[src/rtl/load_pkg.sv]
// rtl/load_pkg.sv - shared encodings and request checks for the load unit
package load_pkg;

   typedef enum logic [2:0] {
      LB  = 3'b000,
      LH  = 3'b001,
      LW  = 3'b010,
      LBU = 3'b100,
      LHU = 3'b101
   } funct_e;

   typedef enum logic [2:0] {
      IDLE,
      REQ,
      WAIT,
      CAPT,
      DONE
   } state_e;

   // True when funct is a known load type and the offset suits its access size.
   function automatic logic req_ok(input logic [2:0] funct, input logic [1:0] offset);
      case (funct_e'(funct))
         LB, LBU: return 1'b1;
         LH, LHU: return ~offset[0];
         LW:      return offset == 2'b00;
         default: return 1'b0;
      endcase
   endfunction

endpackage

[src/rtl/load_extract.sv]
// rtl/load_extract.sv - lane select and sign/zero extension of a little-endian word
// Purely combinational so a cache read path can share it.
module load_extract
   import load_pkg::*;
(
   input  logic [31:0] word,
   input  logic [1:0]  offset,
   input  logic [2:0]  funct,
   output logic [31:0] value
);

   logic [7:0]  byte_lane;
   logic [15:0] half_lane;

   always_comb begin
      byte_lane = word[{offset, 3'b000} +: 8];
      half_lane = word[{offset[1], 4'b0000} +: 16];
      case (funct_e'(funct))
         LB:      value = {{24{byte_lane[7]}}, byte_lane};
         LH:      value = {{16{half_lane[15]}}, half_lane};
         LW:      value = word;
         LBU:     value = {24'h0, byte_lane};
         LHU:     value = {16'h0, half_lane};
         default: value = 32'h0;
      endcase
   end

endmodule

[src/rtl/load_box.sv]
// rtl/load_box.sv - multicycle load unit: one aligned word read, fixed latency, extend
// Illegal or misaligned requests skip memory and complete next cycle with err set.
module load_box
   import load_pkg::*;
#(
   parameter int MEM_LAT = 1
) (
   input  logic        clk,
   input  logic        reset_n,
   input  logic        start,
   input  logic [31:0] addr,
   input  logic [2:0]  funct,
   input  logic [31:0] mem_rdata,
   output logic        mem_rd,
   output logic [31:0] mem_addr,
   output logic        busy,
   output logic        done,
   output logic [31:0] rdata,
   output logic        err
);

   localparam int CNT_W = $clog2(MEM_LAT + 1);

   state_e           state;
   logic [CNT_W-1:0] cnt;
   logic [1:0]       offset_q;
   logic [2:0]       funct_q;
   logic [31:0]      ext_value;

   load_extract u_extract (
      .word   (mem_rdata),
      .offset (offset_q),
      .funct  (funct_q),
      .value  (ext_value)
   );

   always_ff @(posedge clk or negedge reset_n) begin
      if (!reset_n) begin
         state    <= IDLE;
         cnt      <= '0;
         offset_q <= '0;
         funct_q  <= '0;
         mem_rd   <= 1'b0;
         mem_addr <= '0;
         busy     <= 1'b0;
         done     <= 1'b0;
         rdata    <= '0;
         err      <= 1'b0;
      end else begin
         case (state)
            IDLE: begin
               if (start) begin
                  offset_q <= addr[1:0];
                  funct_q  <= funct;
                  mem_addr <= {addr[31:2], 2'b00};
                  busy     <= 1'b1;
                  cnt      <= '0;
                  rdata    <= '0;
                  if (req_ok(funct, addr[1:0])) begin
                     state  <= REQ;
                     mem_rd <= 1'b1;
                     err    <= 1'b0;
                  end else begin
                     state <= DONE;
                     done  <= 1'b1;
                     err   <= 1'b1;
                  end
               end
            end
            REQ: begin
               mem_rd <= 1'b0;
               cnt    <= cnt + 1'b1;
               // REQ itself is the first latency cycle, so a one-cycle memory needs no WAIT.
               state  <= (MEM_LAT == 1) ? CAPT : WAIT;
            end
            WAIT: begin
               if (cnt == CNT_W'(MEM_LAT - 1)) begin
                  state <= CAPT;
                  cnt   <= '0;
               end else begin
                  cnt <= cnt + 1'b1;
               end
            end
            CAPT: begin
               rdata <= ext_value;
               err   <= 1'b0;
               done  <= 1'b1;
               state <= DONE;
            end
            DONE: begin
               done  <= 1'b0;
               busy  <= 1'b0;
               state <= IDLE;
            end
            default: state <= IDLE;
         endcase
      end
   end

endmodule

[config.mk]
export PLATFORM = sky130hd
export DESIGN_NAME = load_box
export DESIGN_NICKNAME = d
export VERILOG_FILES = /design/src/rtl/load_pkg.sv /design/src/rtl/load_extract.sv /design/src/rtl/load_box.sv
export SDC_FILE = /design/constraint.sdc
export NUM_CORES = 1
export LEC_CHECK = 0
export ABC_AREA = 0
export BUFFER_PORTS_ARGS = -buffer_cell sky130_fd_sc_hd__buf_4
export CAP_MARGIN = 0
export CELL_PAD_IN_SITES_DETAIL_PLACEMENT = 1
export CELL_PAD_IN_SITES_GLOBAL_PLACEMENT = 2
export CORE_UTILIZATION = 25
export DETAILED_ROUTE_END_ITERATION = 8
export PLACE_DENSITY_LB_ADDON = 0.3
export SKIP_LAST_GASP = 1
export SLEW_MARGIN = 20
export SYNTH_ARGS = -nofsm -noshare
export SYNTH_HDL_FRONTEND = slang
export SYNTH_SLANG_ARGS = --single-unit
[constraint.sdc]
create_clock -name clk -period 4.8 [get_ports clk]
set_input_delay 0.24 -clock clk [delete_from_list [all_inputs] [get_ports clk]]
set_output_delay 0.24 -clock clk [all_outputs]
set_load 0.02 [all_outputs]
==> results.ini, run 1 <==
[critical_path]
cpLargestDelayFamily=flip-flops
r2r_cells=4
reg2reg_to=rdata[24]$_DFFE_PN0P_
critical_path_depth=4
path_max_fanout=29
crit_path_end=rdata[24]$_DFFE_PN0P_
worstPathArrival_ns=2.62
setup.worst_path.class=flip-flop to flip-flop
startpoint=offset_q[1]$_DFFE_PN0P_
required_ns=5.07
cp_slowest_cell=dfrtp_1
reg2reg_slack_ns=2.45
path_buf_inv=0
cp-end-kind=flip-flop
critPathMaxStageDelay_ns=0.94
path_cells=mux2i_1 > a211o_1 > nor3_4 > a221o_1
startpoint_type=flip-flop
crit-reg2reg-launch=offset_q[1]$_DFFE_PN0P_

[global_routing]
grtUsageMet3=0.0436
gr-usage-met2=0.235
grtUsageMet1=0.196
antenna_found_initial=0
grt_max_degree=76
grt_pass1_wl_microns=16200
grtUsageTotal=0.151
grt_remaining_overflow=0
gr-max-usage-layer=met2
grt_pass1_vias=2916

[cts]
cts_buffers=9
cts_tree=done
cts.path.max_buffers=2
clock-sinks=75
cts-root-buf=clkbuf_16
clk_latency_ns=0.34
postCtsSetupRepairBufs=0
postCtsHoldBufs=0
cts_resized=0
ctsHtreeMaxLevel=3
path_clk_slew_ns=0.06

[logic_synthesis]
synth_cell_types=42
synth_area_leader_cell=dfrtp_1
synth_common_cells=75 x dfrtp_1, 34 x mux2_2, 33 x nand2_1
async_flop_share=1.00
ys_warn_count=0
ys.flop_type=dfrtp_1
ys_ff_latch=75
ys_seq_area_frac=0.545
synth_area_sq_um=3440
netlist.area_leader.share=0.545
synth-edff-count=0
synth.most_common_cell=dfrtp_1
synthCells=291
synth_area_leaders=dfrtp_1 55%, mux2_2 11%, a221o_1 4.7%
synth.avg_cell_area_sq_um=11.8

[floorplan]
start_util=0.258
dieWidth_microns=119
die_h_microns=119
dieArea_sq_um=14200
io-pin-count=138
rows=42
core_area_sq_um=13300

[run_status]
outcome=completed

[detailed_routing]
wl_per_cell_microns=17.4
drtPass1Iterations=4
drc=0
wirelength_microns=10300
ant_nets=0
via_per_inst=4.68
num_vias=2782
drt_iter0_markers=124

[final_layout]
num_antenna_cells=0
nets=485
drive_gt1_frac=0.461
register_area_sq_um=1880
areaGrowthSynthToFinish_pct=40.1
multi_input_area_sq_um=1400
nFillCells=1496

[sta]
relSlewSlack=0.324
fmax_mhz=426
skew_ns=0.00655
slew_violations=0
fin_crit_ns=2.35
setup_tns_ns=0
rsz0062_at_grt=no
worstMarginPinSlew_ns=1.01
finalWorstSetupSlack_ns=2.45
hold_violations=0
finalCritPeriodShare=0.490
setup_viol=0

[power_and_ir_drop]
leakagePower_nw=2.26
ir_drop_uv=226
power_density_nw_per_um2=716
totalPowerFinal_mw=3.46

[placement]
routabilityCongestion=0.750
dp_hpwl_microns=7480
io_buffer_count=135
dp_slack_ns=2.46

[min_path]
hp-class=input pin to async pin

[job]
max_cap_viol_count=0

## sequential cells by signal, summed over array words and instances, names as in the netlist
register  cells
funct_q       3
rdata        32
offset_q      2
state         3
mem_rd        1
busy          1
mem_addr     30
done          1
err           1
cnt           1
## layout by cell type (no fill, tap or decap), drive strengths merged
master	count
dfrtp	75
a221o	16
nor3	2
or2	1
a21o	1
a2bb2oi	7
or3b	2
mux4	1
o31a	2
mux2i	2
nor3b	2
o211ai	8
o21ai	13
clkinvlp	3
o31ai	1
nand3b	1
nand2	33
xnor2	1
a32oi	1
clkinv	1
buf	135
nor2b	1
nor2	10
a22oi	7
inv	6
nand2b	11
conb	2
a211o	2
bufinv	1
or3	2
a311o	1
mux2	36
clkbuf	9
a21oi	13
nand3	7
and3	1
o22ai	2
## worst min-delay path by stage
stage / slack [ns] / startpoint / end / depth (start not counted)
after CTS: 0.10 / addr[21] / mem_addr[21]$_DFFE_PN0P_ / 2
after detailed placement: 0.47 / addr[21] / mem_addr[21]$_DFFE_PN0P_ / 2
after floorplan: -0.06 / reset_n / busy$_DFFE_PN0P_ / 0
after global placement: 0.46 / addr[21] / mem_addr[21]$_DFFE_PN0P_ / 2
final: 0.03 / reset_n / mem_addr[2]$_DFFE_PN0P_ / 1
after global routing: 0.11 / addr[28] / mem_addr[28]$_DFFE_PN0P_ / 2
## cell type report
cell class              count  share of cell area
flip-flops and latches     75               0.389
clock inverters             6              0.0137
multi-input cells         189               0.291
well taps                 176              0.0456
clock buffers               9              0.0467
repair buffers            135               0.210
inverters                   5             0.00389
## cell families (layout without fill, tap and decap cells)
family,Yosys count,after routing,share of synthesized area
simple gates,73,73,0.112
compound gates,74,74,0.161
buf+inv,28,155,0.0487
other cells,1,2,0.00109
xor+xnor,1,1,0.00254
flops,75,75,0.545
mux,39,39,0.130
## stage by stage
stage / cells / hold slack (ns) / area [sq um] / util
after global placement: 580 / 0.457 / 4530 / 0.340
after detailed placement: 580 / 0.465 / 4530 / 0.340
after global routing: 595 / 0.112 / 4820 / 0.361
after floorplan: 292 / -0.0556 / 3450 / -
final: 595 / 0.0315 / 4820 / 0.361
after CTS: 595 / 0.104 / 4820 / 0.361
## where the power goes
| group | internal [mW] | switching (mW) |
|---|---|---|
| Sequential | 0.918 | 0.251 |
| Clock | 0.400 | 0.271 |
| Combinational | 0.758 | 0.857 |
| Total | 2.08 | 1.38 |
## layer usage
metal,share of wire,up-vias
met1,0.44,1409
met4,0.014,0
met3,0.054,7
met5,0,-
li1,-,1304
met2,0.49,62
Note: power is estimated with default switching activity, not from simulation.
==> run 2: changes to the inputs <==
- clock period: 4.8 -> 2 ns (I/O delays scaled with it)
==> run 2 against run 1 <==
Clock skew is 0.0019 ns higher. Global-route usage is 0.68 points higher. Worst hold slack worse by 0.014 ns. Final area is 10% higher. Largest cell class unchanged. Final cell count is 7.9% higher. First-iteration DRC count is 56% higher.
==> results.ini, run 2 (synthesis results as in run 1) <==
[sta]
fin_crit_ns=1.78
relSlewSlack=0.562
setup_tns_ns=0
worstMarginPinSlew_ns=0.658
slew_violations=0
holdWs_ns=0.0177
skew_ns=0.00849
rsz0062_at_grt=no
fmax_mhz=563
setup_viol=0
finalCritPeriodShare=0.888
hold_violations=0

[placement]
io_buffer_count=135
routabilityCongestion=0.786
dp_hpwl_microns=7840
dpl-instance-area_sq_um=4670

[final_layout]
final_cell_area_sq_um=5320
layout_commonest_cell=buf_4
drive_gt1_frac=0.444
registers.top_by_ff_count=rdata
nets=531
reg.largest.list=rdata x32, mem_addr x30
num_antenna_cells=0
areaGrowthSynthToFinish_pct=54.6
largest_reg_flops=32
mostFrequentLayoutCells=146 x buf_4, 75 x dfrtp_1, 34 x mux2_2, 33 x nand2_1, 32 x dlygate4sd3_1

[min_path]
min_path_cells=2
hp-class=input pin to flip-flop

[detailed_routing]
ant_nets=0
drc=0
wl_per_cell_microns=16.8
num_vias=2988
drtPass1Iterations=4
drt_iter0_markers=193
via_per_inst=4.65
wirelength_microns=10800

[cts]
cts_buffers=9
cts_tree=done
ctsHtreeMaxLevel=3
clk_latency_ns=0.33
cts-root-buf=clkbuf_16
path_clk_slew_ns=0.06
postCtsSetupRepairBufs=0
clock-sinks=75
cts.path.max_buffers=2

[critical_path]
setup.worst_path.class=flip-flop to flip-flop
cp-end-kind=flip-flop
path_max_fanout=18
worstPathArrival_ns=1.98
required_ns=2.21
startpoint_type=flip-flop
r2r_cells=3

[floorplan]
die_h_microns=119
core_area_sq_um=13300
rows=42
dieWidth_microns=119
io-pin-count=138
dieArea_sq_um=14200
start_util=0.258

[global_routing]
grtUsageMet3=0.0359
grt_max_degree=44
grt_remaining_overflow=0
grtUsageTotal=0.158
grtUsageMet1=0.192
grt_pass1_vias=3292
gr-max-usage-layer=met2
gr-usage-met2=0.269
grt_pass1_wl_microns=17400
antenna_found_initial=0

[job]
max_cap_viol_count=0

[power_and_ir_drop]
leakagePower_nw=2.50
ir_drop_uv=676
power_density_nw_per_um2=1650

[run_status]
outcome=completed

## run 2: cell types whose count changed in the layout (fill, tap and decap cells not counted)
cell           delta
dlygate4sd3_1    +32
clkinv_4          +1
clkbuf_8          +1
bufinv_16         +1
clkinvlp_4        -1
buf_12            +3
inv_6             -1
a21o_2            -1
buf_4            +11
a21o_1            +1
## run 2: final cells by class
type | instances | area, sq um
tap | 176 | 220
timing repair buffer | 181 | 1480
multi-input combinational | 189 | 1400
clock buffer | 10 | 239
fill | 1492 | 8030
inverter | 5 | 18.8
clock inverter | 6 | 88.8
sequential | 75 | 1880
## run 2: critical path, stage by stage, from the launching register on
cell and delay (ns):
dfrtp_1 0.39, or3b_4 0.41, a21o_1 0.40, a221o_1 0.45
## run 2: per-stage QoR
stage / util / setup WS, ns / power, mW / std cells
after floorplan: - / 0.274 / 5.29 / 292
after global placement: 0.350 / 0.287 / 6.91 / 594
after detailed placement: 0.350 / 0.225 / 7.00 / 594
after CTS: 0.399 / 0.210 / 8.88 / 642
after global routing: 0.399 / 0.125 / 9.29 / 642
final: 0.399 / 0.223 / 8.76 / 642
## run 2: path summary, 6_finish.rpt
path,to,start,slack (ns)
worst max-delay path,rdata[25]$_DFFE_PN0P_,state[0]$_DFFE_PN0P_,0.22
worst min-delay path,offset_q[1]$_DFFE_PN0P_,addr[1],0.02
worst max register to register,rdata[25]$_DFFE_PN0P_,state[0]$_DFFE_PN0P_,0.22
worst min register to register,rdata[0]$_DFFE_PN0P_,rdata[0]$_DFFE_PN0P_,0.48
max in group asynchronous,mem_addr[31]$_DFFE_PN0P_,reset_n,1.08
min in group asynchronous,mem_addr[2]$_DFFE_PN0P_,reset_n,0.32
## run 2: routing by layer
layer	up-vias	wire length, microns	share of wire
li1	1394	-	-
met1	1507	4650	0.43
met2	72	5470	0.51
met3	15	444	0.041
met4	0	198	0.018
met5	-	0	0
## run 2: power breakdown
part | total (mW) | switching (mW) | internal, mW
clock network | 1.77 | 0.642 | 1.13
logic | 4.35 | 2.31 | 2.04
registers | 2.64 | 0.431 | 2.21
total | 8.76 | 3.39 | 5.38
## run 2: what timing repair did
action,in CTS,in global routing
gates resized for setup,0,0
hold buffers,32,0
hold endpoints to repair,72,0
setup endpoints to repair,0,0
==> run 3: changes to the inputs <==
- BUFFER_PORTS_ARGS: -buffer_cell sky130_fd_sc_hd__buf_4 -> default
- DONT_BUFFER_PORTS: default -> 1
- SLEW_MARGIN: 20 -> 40
==> run 3 against run 2 <==
The flow now finishes with violations (hold timing). Global-route usage down 0.090 points. Sequential share of layout area is 5.1 points higher. Worst hold slack lost 0.018 ns. Clock power up 3%. Fmax shrank 1.4%. Highest routed layer unchanged. Wire length down 3.5%. Sequential cell count stayed put. Final cell count down 16%. Combinational power decreased by 40%. Final area is 13% lower. Setup slack lost 0.025 ns. Core utilization shrank 5.1 points.
==> results.ini, run 3 (synthesis results as in run 1) <==
[run_status]
outcome=finished, violations left
violations=hold timing

[detailed_routing]
drt_iter0_markers=91
num_vias=2621
drc=0
via_per_inst=4.86
drtPass1Iterations=4
ant_nets=0
wirelength_microns=10400
wl_per_cell_microns=19.3

[sta]
rsz0062_at_grt=no
finalCritPeriodShare=0.901
setup_viol=0
finalWorstSetupSlack_ns=0.198
fmax_mhz=555
skew_ns=0.00537
slew_violations=0
worstMarginPinSlew_ns=0.691
hold_violations=1
relSlewSlack=0.539
holdWs_ns=-0.000721
setup_tns_ns=0
fin_crit_ns=1.80

[final_layout]
reg.largest.list=rdata x32, mem_addr x30
nets=428
drive_gt1_frac=0.201
registers.top_by_ff_count=rdata
mostFrequentLayoutCells=75 x dfrtp_1, 63 x dlygate4sd3_1, 34 x mux2_2, 33 x nand2_1, 16 x a221o_1
utilization=0.348
num_antenna_cells=0
layout_commonest_cell=dfrtp_1
largest_reg_flops=32
areaGrowthSynthToFinish_pct=34.9

[cts]
path_clk_slew_ns=0.06
clock-sinks=75
cts-root-buf=clkbuf_16
cts_resized=0
postCtsHoldBufs=64
cts_buffers=9
postCtsSetupRepairBufs=0
clk_latency_ns=0.34
ctsHtreeMaxLevel=3
cts.path.max_buffers=2
cts_tree=done

[min_path]
hp-class=input pin to flip-flop

[placement]
io_buffer_count=0
dp_hpwl_microns=6960
routabilityCongestion=0.744
dp_slack_ns=0.227

[global_routing]
grtUsageTotal=0.157
antenna_found_initial=0
grt_remaining_overflow=0
grt_pass1_wl_microns=16800
grt_pass1_vias=2919
grt_max_degree=76

[power_and_ir_drop]
ir_drop_uv=532
leakagePower_nw=1.97
power_density_nw_per_um2=1700

[floorplan]
core_area_sq_um=13300
start_util=0.258
dieWidth_microns=119
dieArea_sq_um=14200
io-pin-count=138
die_h_microns=119
rows=42

[critical_path]
cp-end-kind=flip-flop
required_ns=2.21
setup.worst_path.class=flip-flop to flip-flop
startpoint_type=flip-flop
worstPathArrival_ns=2.02
path_max_fanout=17

[job]
max_cap_viol_count=0

## run 3: where the power goes
group / leakage (nW) / total [mW] / switching (mW) / internal [mW]
sequential: 0.949 / 3.48 / 1.28 / 2.20
clock: 0.162 / 1.82 / 0.653 / 1.16
combinational: 0.863 / 2.61 / 1.30 / 1.31
## run 3: final cells by class
| cell class | instances | area, sq um |
|---|---|---|
| clock buffers | 11 | 253 |
| clock inverters | 5 | 85.1 |
| fillers | 1462 | 8700 |
| inverters | 5 | 18.8 |
| multi-input cells | 189 | 1400 |
| flip-flops and latches | 75 | 1880 |
| well taps | 176 | 220 |
| repair buffers | 78 | 788 |
## run 3: critical path, stage by stage, from the launching register on
cell and delay (ns):
dfrtp_1 0.38, or3b_4 0.42, a21o_1 0.41, a221o_1 0.46
## run 3: path summary, 6_finish.rpt
check                                startpoint                 endpoint  slack, ns  depth (start not counted)
setup / recovery           state[1]$_DFFE_PN0P_    rdata[19]$_DFFE_PN0P_       0.20                          3
hold / removal                     mem_rdata[4]     rdata[4]$_DFFE_PN0P_    -0.0007                          2
setup reg to reg           state[1]$_DFFE_PN0P_    rdata[19]$_DFFE_PN0P_       0.20                          3
hold reg to reg                 cnt$_DFFE_PN0P_          cnt$_DFFE_PN0P_       0.54                          2
max in group asynchronous               reset_n     rdata[1]$_DFFE_PN0P_       1.38                          2
min in group asynchronous               reset_n  mem_addr[5]$_DFFE_PN0P_       0.31                          2
## run 3: per-stage QoR
stage	cell area [sq um]	hold slack, ns	std cells	power, mW
6_report	4640	-0.000721	539	7.90
3_5_place_dp	3650	-0.194	459	5.98
5_1_grt	4640	0.0217	539	8.42
4_1_cts	4640	0.00141	539	7.99
3_3_place_gp	3650	-0.194	459	5.93
2_1_floorplan	3450	-0.196	292	5.29
## run 3: layer usage
layer	wire [microns]	vias up	GRT usage	share of wire
li1	-	1199	-	-
met3	682	18	0.0512	0.066
met5	0	-	0	0
met2	5220	89	0.262	0.50
met4	263	0	0.0633	0.025
met1	4220	1315	0.185	0.41
